### config.mk
export PLATFORM = sky130hd
export DESIGN_NAME = tl45_fetch
export DESIGN_NICKNAME = d
export VERILOG_FILES = /design/src/rtl/tl45_fetch.sv
export SDC_FILE = /design/constraint.sdc
export NUM_CORES = 1
export LEC_CHECK = 0
export ABC_AREA = 1
export CORE_AREA = 2 2 93 185
export CTS_CLUSTER_SIZE = 20
export DETAILED_ROUTE_END_ITERATION = 10
export DIE_AREA = 0 0 95 187
export MAX_ROUTING_LAYER = met4
export PLACE_DENSITY = 0.75
export SYNTH_ARGS = -nofsm -noshare
export SYNTH_HDL_FRONTEND = slang
export SYNTH_SLANG_ARGS = --single-unit
### constraint.sdc
create_clock -name i_clk -period 1.5 [get_ports i_clk]
set_input_delay 0.3 -clock i_clk [delete_from_list [all_inputs] [get_ports i_clk]]
set_output_delay 0.3 -clock i_clk [all_outputs]
set_load 0.1 [all_outputs]
### src/rtl/tl45_fetch.sv
// tl45 instruction fetch: single-outstanding Wishbone B4 pipelined reader feeding decode's buf_pc/buf_inst.
// Optional performance counters are enabled with `define TL45_FETCH_PERF_EN.
module tl45_fetch #(
  parameter logic [31:0] RESET_PC   = 32'h0000_0000,
  parameter int          ADDR_WIDTH = 30
) (
  input  logic                  i_clk,
  input  logic                  i_reset,
  input  logic                  i_pipe_stall,
  input  logic                  i_pipe_flush,
  input  logic [31:0]           i_flush_pc,
  output logic [31:0]           o_buf_pc,
  output logic [31:0]           o_buf_inst,
  output logic                  o_wb_cyc,
  output logic                  o_wb_stb,
  output logic                  o_wb_we,
  output logic [ADDR_WIDTH-1:0] o_wb_addr,
  input  logic                  i_wb_stall,
  input  logic                  i_wb_ack,
  input  logic                  i_wb_err,
  input  logic [31:0]           i_wb_data,
  output logic                  o_fetch_err
`ifdef TL45_FETCH_PERF_EN
  ,
  output logic [31:0]           o_perf_fetched,
  output logic [31:0]           o_perf_wait_cycles
`endif
);

  typedef enum logic [2:0] {S_IDLE, S_ISSUE, S_WAIT, S_HOLD, S_HALT} state_t;

  localparam logic [31:0] RESET_PC_ALIGNED = RESET_PC & ~32'h3;

  state_t      r_state;
  state_t      w_next;
  logic [31:0] r_fetch_pc;
  logic [31:0] r_buf_pc;
  logic [31:0] r_buf_inst;
  logic [31:0] r_skid_pc;
  logic [31:0] r_skid_inst;
  logic [31:0] w_flush_pc;
  logic        w_deliver;
  logic        w_from_skid;
  logic        w_capture;

  assign w_flush_pc = i_flush_pc & ~32'h3;

  always_ff @(posedge i_clk) begin
    if (i_reset) r_state <= S_IDLE;
    else         r_state <= w_next;
  end

  // Flush is folded in last so it overrides every state decision, including a coincident ack/err.
  always_comb begin
    w_next      = r_state;
    w_deliver   = 1'b0;
    w_from_skid = 1'b0;
    w_capture   = 1'b0;
    case (r_state)
      S_IDLE:  w_next = S_ISSUE;
      S_ISSUE: if (!i_wb_stall) w_next = S_WAIT;
      S_WAIT: begin
        if (i_wb_err) begin
          w_next = S_HALT;
        end else if (i_wb_ack) begin
          if (!i_pipe_stall) begin
            w_deliver = 1'b1;
            w_next    = S_ISSUE;
          end else begin
            w_capture = 1'b1;
            w_next    = S_HOLD;
          end
        end
      end
      S_HOLD: begin
        if (!i_pipe_stall) begin
          w_deliver   = 1'b1;
          w_from_skid = 1'b1;
          w_next      = S_ISSUE;
        end
      end
      S_HALT:  w_next = S_HALT;
      default: w_next = S_IDLE;
    endcase
    if (i_pipe_flush) begin
      w_next      = S_IDLE;
      w_deliver   = 1'b0;
      w_from_skid = 1'b0;
      w_capture   = 1'b0;
    end
  end

  always_ff @(posedge i_clk) begin
    if (i_reset) begin
      r_fetch_pc  <= RESET_PC_ALIGNED;
      r_buf_pc    <= '0;
      r_buf_inst  <= '0;
      r_skid_pc   <= '0;
      r_skid_inst <= '0;
    end else if (i_pipe_flush) begin
      r_fetch_pc  <= w_flush_pc;
      r_buf_pc    <= '0;
      r_buf_inst  <= '0;
      r_skid_pc   <= '0;
      r_skid_inst <= '0;
    end else begin
      if (w_deliver) r_fetch_pc <= r_fetch_pc + 32'd4;
      if (w_capture) begin
        r_skid_pc   <= r_fetch_pc;
        r_skid_inst <= i_wb_data;
      end
      // A stalled decode keeps its word; otherwise present the new word or a bubble.
      if (!i_pipe_stall) begin
        if (w_deliver && w_from_skid) begin
          r_buf_pc   <= r_skid_pc;
          r_buf_inst <= r_skid_inst;
        end else if (w_deliver) begin
          r_buf_pc   <= r_fetch_pc;
          r_buf_inst <= i_wb_data;
        end else begin
          r_buf_pc   <= '0;
          r_buf_inst <= '0;
        end
      end
    end
  end

  assign o_buf_pc    = r_buf_pc;
  assign o_buf_inst  = r_buf_inst;
  assign o_wb_cyc    = (r_state == S_ISSUE) || (r_state == S_WAIT);
  assign o_wb_stb    = (r_state == S_ISSUE);
  assign o_wb_we     = 1'b0;
  assign o_wb_addr   = r_fetch_pc[ADDR_WIDTH+1:2];
  assign o_fetch_err = (r_state == S_HALT);

`ifdef TL45_FETCH_PERF_EN
  logic [31:0] r_perf_fetched;
  logic [31:0] r_perf_wait;

  always_ff @(posedge i_clk) begin
    if (i_reset) begin
      r_perf_fetched <= '0;
      r_perf_wait    <= '0;
    end else begin
      if (w_deliver) r_perf_fetched <= r_perf_fetched + 32'd1;
      if ((r_state == S_ISSUE) || (r_state == S_WAIT)) r_perf_wait <= r_perf_wait + 32'd1;
    end
  end

  assign o_perf_fetched     = r_perf_fetched;
  assign o_perf_wait_cycles = r_perf_wait;
`endif

endmodule

==> out/metrics.yaml, run 1 <==
clock_tree:
  cts_tree: "built"
  root_buffer: "clkbuf_16"
  clockBufferDepth: 2
  clkLatencyLatePin_ns: 0.43
  cts_buffers: 17
  path_clk_slew_ns: 0.07
  cts.sinks: 157
  h-tree-depth: 4
timing:
  fin_skew_ns: 0.0105
  rsz0062_at_grt: "yes"
  min_period_ns: 1.75
  final-hold-violation-count: 0
  fin_ws_ns: -0.247
  hold_ws_ns: 0.455
  fmax_mhz: 572
  setup_viol_count_final: 153
  final.period_utilization: 1.16
  slew_violations: 0
critical_path:
  critical_path_class: "flip-flop to output port"
  start_kind: "flip-flop"
  cp_max_fo: 3
  worst_setup_path_end_kind: "output port"
  cp_slowest_cell: "dfxtp_2"
  path_cells: "buf_4, nor3_4, buf_12"
  arrival_ns: 1.45
  max_stage_delay_ns: 0.34
  crit_required_ns: 1.20
synth:
  ys_seq_area_frac: 0.434
  netlist_area_mm2: 0.00724
  yosys_warnings: 0
  ys_ff_latch: 157
  ys_types: 30
  netlist_instances: 1049
  avgSynthCellArea_um2: 6.90
place:
  place_area_mm2: 0.0107
  io_buffers: 163
  routabilityCongestion: 0.899
  dpl_worst_slack_ns: -0.378
  dp_hpwl_um: 16600
route:
  viasPerCell: 6.07
  antenna_left: 0
  drc: 0
  post_drt_wl_per_cell_um: 20.3
  vias: 9006
  wl_um: 30100
  drt-initial-drc-count: 951
  detail_route.first_pass.iterations: 6
cells_and_area:
  fin_area_mm2: 0.0123
  syn2layout_area_growth_pct: 70.2
  fillCellCount: 1088
  diodes: 0
  utilization: 0.746
  drive_above_1_share: 0.298
  final_net_count: 1335
die:
  die_w_um: 95
  fp-row-count: 67
  die_h_um: 187
  pin_count: 169
  dieArea_mm2: 0.0178
  start_util: 0.438
  coreArea_mm2: 0.0165
global_routing:
  grt_pass1_vias: 8567
  grt_max_degree: 64
  track_usage: 0.329
  grt_antenna_before_repair: 0
  grt_pass1_wl_um: 44800
  grt-ovfl-total: 0
outcome:
  status: "complete, but fails checks"
  violations: "negative setup slack"
hold_path:
  hold_class: "input pin to flip-flop"
power:
  leakagePower_nw: 4.63
  ir_drop_v: 0.000815
  power.density_mw_per_mm2: 901
job:
  maxCapViolCount: 0
==> state kept, by name, summed over array words and instances (netlist names) <==
signal	cells
r_fetch_pc	30
o_buf_inst	32
r_skid_inst	32
r_state	3
r_skid_pc	30
o_buf_pc	30
==> metrics by stage <==
step,power [mW],setup TNS [ns],instances
floorplan,5.70,-12.20,1051
global placement,6.67,-38.61,1412
detailed placement,6.69,-45.53,1412
CTS,11.0,-15.20,1467
global route,11.4,-27.03,1483
finish,11.1,-18.43,1483
==> layout make-up <==
cell class	count	area, um2	area share
Multi-Input combinational cell	759	3960	0.321
Clock inverter	14	146	0.0119
Tap cell	207	259	0.0210
Sequential cell	157	3250	0.264
Timing Repair Buffer	276	4060	0.330
Inverter	52	214	0.0174
Clock buffer	18	429	0.0348
==> synth_stat cells (all sizes together) <==
master / instances / area [um2]
nor3: 67 / 335
xor2: 2 / 17.5
ha: 1 / 12.5
a21oi: 206 / 1030
conb: 1 / 3.75
o21ai: 85 / 425
xnor2: 2 / 17.5
clkinv: 1 / 3.75
nand3: 106 / 541
buf: 29 / 175
nor2: 128 / 495
o21bai: 1 / 7.51
o22ai: 1 / 6.26
and2: 1 / 6.26
a211oi: 2 / 15.0
dfxtp: 157 / 3140
nand4: 3 / 18.8
a31oi: 6 / 37.5
nand2: 145 / 554
clkbuf: 54 / 203
inv: 51 / 191
==> what timing repair did <==
item	4_1_cts	5_1_grt
setup buffers	10	13
hold buffers	0	0
resized for setup	37	83
cloned	13	4
hold endpoints to repair	0	0
endpoints found under the setup margin	149	158
pin swaps	24	56
==> layout by cell type (no fill, tap or decap), types with 3 or more instances in the layout <==
master	count
a21oi_1	186
a21oi_2	20
a31oi_1	5
buf_12	111
buf_16	8
buf_4	66
buf_6	8
buf_8	5
bufbuf_16	5
clkbuf_16	22
clkdlybuf4s50_1	65
clkinv_4	3
clkinvlp_4	3
conb_1	3
dfxtp_1	124
dfxtp_2	5
dfxtp_4	28
inv_1	42
inv_2	7
inv_6	4
inv_8	3
nand2_1	134
nand2_2	4
nand2_4	6
nand3_1	97
nand3_2	8
nand4_1	3
nor2_1	82
nor2_2	31
nor2_4	15
nor3_1	61
nor3_2	4
o21ai_0	80
o21ai_1	5
==> final timing paths <==
path,slack [ns],from,endpoint,cells past startpoint
worst max register to register,-0.23,r_state[0],o_buf_inst[29],10
worst max-delay path,-0.25,r_state[0],o_fetch_err,3
worst min register to register,0.50,r_fetch_pc[25],r_fetch_pc[25],2
worst min-delay path,0.46,i_flush_pc[3],r_fetch_pc[3],3
==> power breakdown <==
| part | switching (mW) | internal, mW | total (mW) |
|---|---|---|---|
| combinational | 1.43 | 0.882 | 2.32 |
| sequential | 0.198 | 4.26 | 4.46 |
| clock | 1.98 | 2.35 | 4.33 |
==> routing by layer <==
layer	track usage	share of wire	wire (um)
met4	0.185	0.064	1940
met1	0.397	0.35	10500
met2	0.515	0.49	14600
met3	0.0528	0.10	3000
met5	-	0	0
==> worst max-delay path, delay by kind of cell, from the launching register on <==
family	cells	cell delay (ns)
AND/OR/NAND/NOR	1	0.31
flip-flops	1	0.34
buffers and inverters	2	0.38
==> logic make-up (layout without fill, tap and decap cells) <==
| group | Yosys count | in the layout | share of synthesized area |
|---|---|---|---|
| fa+ha+maj | 1 | 1 | 0.00173 |
| buf+inv | 135 | 360 | 0.0791 |
| xor+xnor | 4 | 4 | 0.00484 |
| compound gates | 301 | 301 | 0.210 |
| other cells | 1 | 3 | 0.000518 |
| simple gates | 450 | 450 | 0.269 |
| flops | 157 | 157 | 0.434 |
Note: power is estimated with default switching activity, not from simulation.
==> run 2: changes to the inputs <==
--- a/config.mk
+++ b/config.mk
@@ -6,12 +6,13 @@
 export NUM_CORES = 1
 export LEC_CHECK = 0
 export ABC_AREA = 1
-export CORE_AREA = 2 2 93 185
+export CORE_AREA = 2 2 89 176
 export CTS_CLUSTER_SIZE = 20
 export DETAILED_ROUTE_END_ITERATION = 10
-export DIE_AREA = 0 0 95 187
+export DIE_AREA = 0 0 91 178
 export MAX_ROUTING_LAYER = met4
-export PLACE_DENSITY = 0.75
+export PLACE_DENSITY = 0.78
+export SLEW_MARGIN = 5
 export SYNTH_ARGS = -nofsm -noshare
 export SYNTH_HDL_FRONTEND = slang
 export SYNTH_SLANG_ARGS = --single-unit
==> constraint.sdc (replaced) <==
create_clock -name i_clk -period 1.7 [get_ports i_clk]
set_input_delay 0.34 -clock i_clk [delete_from_list [all_inputs] [get_ports i_clk]]
set_output_delay 0.34 -clock i_clk [all_outputs]
set_load 0.1 [all_outputs]
==> out/metrics.yaml, run 2 (same netlist as run 1, synthesis figures left out) <==
outcome:
  status: "complete, but fails checks"
  violations: "negative setup slack"
timing:
  setup_viol_count_final: 3
  min_period_ns: 1.76
  rsz0062_at_grt: "yes"
  final-hold-violation-count: 0
  hold_ws_ns: 0.510
  final.period_utilization: 1.03
  fin_ws_ns: -0.0551
  fmax_mhz: 570
  fin_skew_ns: 0.0139
  slew_violations: 0
place:
  io_buffers: 163
  place_area_mm2: 0.0105
  routabilityCongestion: 0.956
  dp_hpwl_um: 17000
clock_tree:
  root_buffer: "clkbuf_16"
  clockBufferDepth: 2
  hold_buffers: 0
  path_clk_slew_ns: 0.07
  cts.sinks: 157
  clkLatencyLatePin_ns: 0.42
  cts_tree: "built"
  h-tree-depth: 4
  cts_buffers: 17
power:
  clkPwrFrac: 0.378
  p_total_mw: 9.40
  internal_power_mw: 6.41
  leakagePower_nw: 4.24
  share_seq_of_total_power: 0.421
  p_sw_mw: 2.99
  p_sw_frac: 0.318
  ir_drop_v: 0.000711
  power.density_mw_per_mm2: 822
  pwr-share-comb: 0.201
global_routing:
  track_usage: 0.311
  grt_antenna_before_repair: 1
  grt-ovfl-total: 0
  grt_pass1_wl_um: 39700
  grt_pass1_vias: 8123
  grt_max_degree: 49
critical_path:
  start_kind: "flip-flop"
  crit_required_ns: 1.36
  cp_max_fo: 2
  cp_slowest_cell: "dfxtp_4"
  arrival_ns: 1.42
  critical_path_class: "flip-flop to output port"
  crit_family: "flip-flops"
  path_cells: "inv_4, nor3_4, inv_2, nand2_8, buf_12"
  crit_buf_inv: 3
  rrSetupSlack_ns: -0.03
  worst_setup_path_end_kind: "output port"
  max_stage_delay_ns: 0.37
route:
  vias: 8442
  antenna_left: 0
  drc: 0
  wl_um: 26300
  detail_route.first_pass.iterations: 7
  post_drt_wl_per_cell_um: 18.3
  viasPerCell: 5.86
  drt-initial-drc-count: 668
cells_and_area:
  fin_area_mm2: 0.0114
  fillCellCount: 1069
  multiInputGateArea_mm2: 0.00378
  drive_above_1_share: 0.246
  mostFrequentLayoutCell: "a21oi_1"
  final_cell_mix: "205 x a21oi_1, 139 x nand2_1, 125 x dfxtp_1"
  syn2layout_area_growth_pct: 58.0
  regArea_mm2: 0.00322
  utilization: 0.772
  final_net_count: 1305
die:
  coreArea_mm2: 0.0148
  dieArea_mm2: 0.0162
  die_w_um: 91
  pin_count: 169
  fp-row-count: 63
  die_h_um: 178
  start_util: 0.489
job:
  maxCapViolCount: 0
hold_path:
  hold_class: "input pin to flip-flop"
-- run 2: power groups by stage --
stage               clock (mW)  combinational [mW]  sequential (mW)
floorplan                    0               0.467             4.57
global placement             0                1.82             4.02
detailed placement           0                1.83             4.02
CTS                       3.58                1.85             3.94
global route              3.74                1.97             3.96
finish                    3.56                1.89             3.95
-- run 2: cell type report --
cell class                 instances  area share
tap                              195      0.0213
timing repair buffer             246       0.301
inverter                          52      0.0177
antenna                            1    0.000219
multi-input combinational        759       0.331
sequential                       157       0.281
clock inverter                    13     0.00919
clock buffer                      18      0.0384
-- run 2: through the flow --
step | worst slack [ns] | TNS, ns | cells
finish | -0.0551 | -0.104 | 1441
global route | -0.110 | -2.44 | 1441
CTS | 0.00569 | 0 | 1430
detailed placement | -0.252 | -25.80 | 1395
global placement | -0.171 | -21.26 | 1395
floorplan | -0.304 | -1.25 | 1051
-- run 2: per-layer routing --
metal | vias to the layer above | global-route usage | wire [um]
li1 | 3912 | - | -
met1 | 3915 | 0.335 | 9040
met2 | 490 | 0.550 | 14000
met3 | 125 | 0.0410 | 1710
met4 | 0 | 0.169 | 1530
met5 | - | - | 0
-- run 2: worst min-delay path, stage by stage --
cell             delay [ns]
clkdlybuf4s50_1        0.41
nand2_1                0.07
a31oi_1                0.07
-- run 2: worst paths after layout --
check / end / startpoint / cells after the start
worst max-delay path: o_wb_cyc / r_state[0] / 5
worst min-delay path: r_fetch_pc[10] / i_flush_pc[10] / 3
worst max register to register: r_skid_inst[17] / r_state[0] / 10
worst min register to register: r_skid_inst[30] / r_skid_inst[30] / 2
-- run 2: repair_timing --
item                       4_1_cts  5_1_grt
setup buffers                    4        5
cloned                           0        5
setup endpoints to repair        4      135
gates resized for setup          7       58
pin swaps                        1        3
==> run 3: changes to the inputs <==
--- a/config.mk
+++ b/config.mk
@@ -6,12 +6,14 @@
 export NUM_CORES = 1
 export LEC_CHECK = 0
 export ABC_AREA = 1
-export CORE_AREA = 2 2 89 176
+export CAP_MARGIN = 25
+export CORE_AREA = 2 2 142 110
+export CTS_BUF_LIST = sky130_fd_sc_hd__clkbuf_8
 export CTS_CLUSTER_SIZE = 20
 export DETAILED_ROUTE_END_ITERATION = 10
-export DIE_AREA = 0 0 91 178
+export DIE_AREA = 0 0 144 112
 export MAX_ROUTING_LAYER = met4
-export PLACE_DENSITY = 0.78
+export PLACE_DENSITY = 0.79
 export SLEW_MARGIN = 5
 export SYNTH_ARGS = -nofsm -noshare
 export SYNTH_HDL_FRONTEND = slang
==> out/metrics.yaml, run 3 (same netlist as run 1, synthesis figures left out) <==
route:
  antenna_left: 0
  drc: 0
  vias: 8446
  wl_um: 25900
  viasPerCell: 5.86
  post_drt_wl_per_cell_um: 18.0
  drt-initial-drc-count: 1080
  detail_route.first_pass.iterations: 6
cells_and_area:
  final_cell_mix: "204 x a21oi_1, 140 x nand2_1, 125 x dfxtp_1"
  mostFrequentLayoutCell: "a21oi_1"
  final_net_count: 1294
  syn2layout_area_growth_pct: 53.7
  drive_above_1_share: 0.216
  fillCellCount: 1061
  utilization: 0.753
  fin_cells: 1441
timing:
  tns_ns: -0.0870
  rsz0062_at_grt: "yes"
  setup_viol_count_final: 2
  fmax_mhz: 571
  fin_ws_ns: -0.0517
  worstMarginPinSlew_ns: 0.734
  min_period_ns: 1.75
  fin_skew_ns: 0.0126
  slew_headroom: 0.510
  final.period_utilization: 1.03
  final-hold-violation-count: 0
  slew_violations: 0
critical_path:
  path_cells: "inv_4, nor3_4, inv_2, nand2_8, buf_12"
  arrival_ns: 1.41
  cp_max_fo: 5
  crit_required_ns: 1.36
  max_stage_delay_ns: 0.41
  start_kind: "flip-flop"
  cp_slowest_cell: "dfxtp_4"
  critical_path_class: "flip-flop to output port"
  worst_setup_path_end_kind: "output port"
  ff2ff_path_depth: 9
clock_tree:
  clkLatencyLatePin_ns: 0.46
  h-tree-depth: 4
  path_clk_slew_ns: 0.09
  cts.sinks: 157
  cts_buffers: 17
  hold_buffers: 0
  root_buffer: "clkbuf_8"
  clockBufferDepth: 2
  cts_tree: "built"
global_routing:
  grt_max_degree: 65
  grt_antenna_before_repair: 1
  grt_pass1_vias: 7644
  track_usage: 0.309
  grt_pass1_wl_um: 38600
  grt-ovfl-total: 0
power:
  ir_drop_v: 0.000572
  power.density_mw_per_mm2: 784
  leakagePower_nw: 4.14
die:
  dieArea_mm2: 0.0161
  coreArea_mm2: 0.0148
  die_w_um: 144
  pin_count: 169
  fp-row-count: 39
  die_h_um: 112
  start_util: 0.490
outcome:
  status: "complete, but fails checks"
  violations: "negative setup slack"
place:
  io_buffers: 163
  post-place-cells: 1394
  dpl_worst_slack_ns: -0.169
  routabilityCongestion: 0.924
  dp_hpwl_um: 15800
job:
  maxCapViolCount: 0
hold_path:
  hold_class: "input pin to flip-flop"
  holdPathStages: 5
==> run 3: changes by cell type in the layout (fill, tap and decap cells not counted), sizes merged <==
cell / delta
clkinv: +2
inv: -1
clkinvlp: -2
buf: -12
clkbuf: +1
bufinv: +2
==> run 3: power by group <==
group	switching, mW	leakage (nW)	internal [mW]
sequential	0.171	1.29	3.77
clock	1.53	0.201	1.37
combinational	1.19	2.64	0.693
total	2.89	4.14	5.84
==> run 3: cell type report <==
cell class | instances | area (um2) | area share
multi-input cells | 759 | 3660 | 0.329
diodes | 1 | 2.50 | 0.000225
inverters | 52 | 203 | 0.0182
clock inverters | 14 | 156 | 0.0140
well taps | 205 | 256 | 0.0230
repair buffers | 235 | 3390 | 0.304
clock buffers | 18 | 248 | 0.0223
flip-flops and latches | 157 | 3220 | 0.289
==> run 3: repair_timing <==
action,CTS,global route
pin swaps,2,4
setup buffers,3,4
setup endpoints to repair,15,34
cloned,0,7
gates resized for setup,8,22
==> run 3: path summary, 6_finish.rpt <==
kind,startpoint,slack (ns),end
worst max-delay path,r_state[0],-0.05,o_wb_cyc
worst min-delay path,i_pipe_stall,0.42,o_buf_pc[17]
worst min register to register,r_fetch_pc[25],0.49,r_fetch_pc[25]
worst max register to register,r_state[0],0.02,r_skid_pc[31]
==> run 3: through the flow <==
step	power, mW	hold WS (ns)	area, um2
6_report	8.73	0.422	11100
5_1_grt	8.96	0.455	11100
4_1_cts	8.68	0.384	10900
3_5_place_dp	5.86	0.474	10400
3_3_place_gp	5.84	0.471	10400
2_1_floorplan	5.04	0.485	7370
==> run 3: metal layers <==
| layer | global-route usage | wire (um) | vias to the layer above |
|---|---|---|---|
| li1 | - | - | 3887 |
| met1 | 0.422 | 10400 | 3892 |
| met2 | 0.475 | 12000 | 593 |
| met3 | 0.0486 | 2850 | 74 |
| met4 | 0.0922 | 653 | 0 |
| met5 | - | 0 | - |
==> run 3: worst max-delay path: cells and delay by family (launching register included) <==
| family | cells | cell delay (ns) |
|---|---|---|
| buffers and inverters | 3 | 0.31 |
| DFF | 1 | 0.41 |
| and+or+nand+nor | 2 | 0.22 |
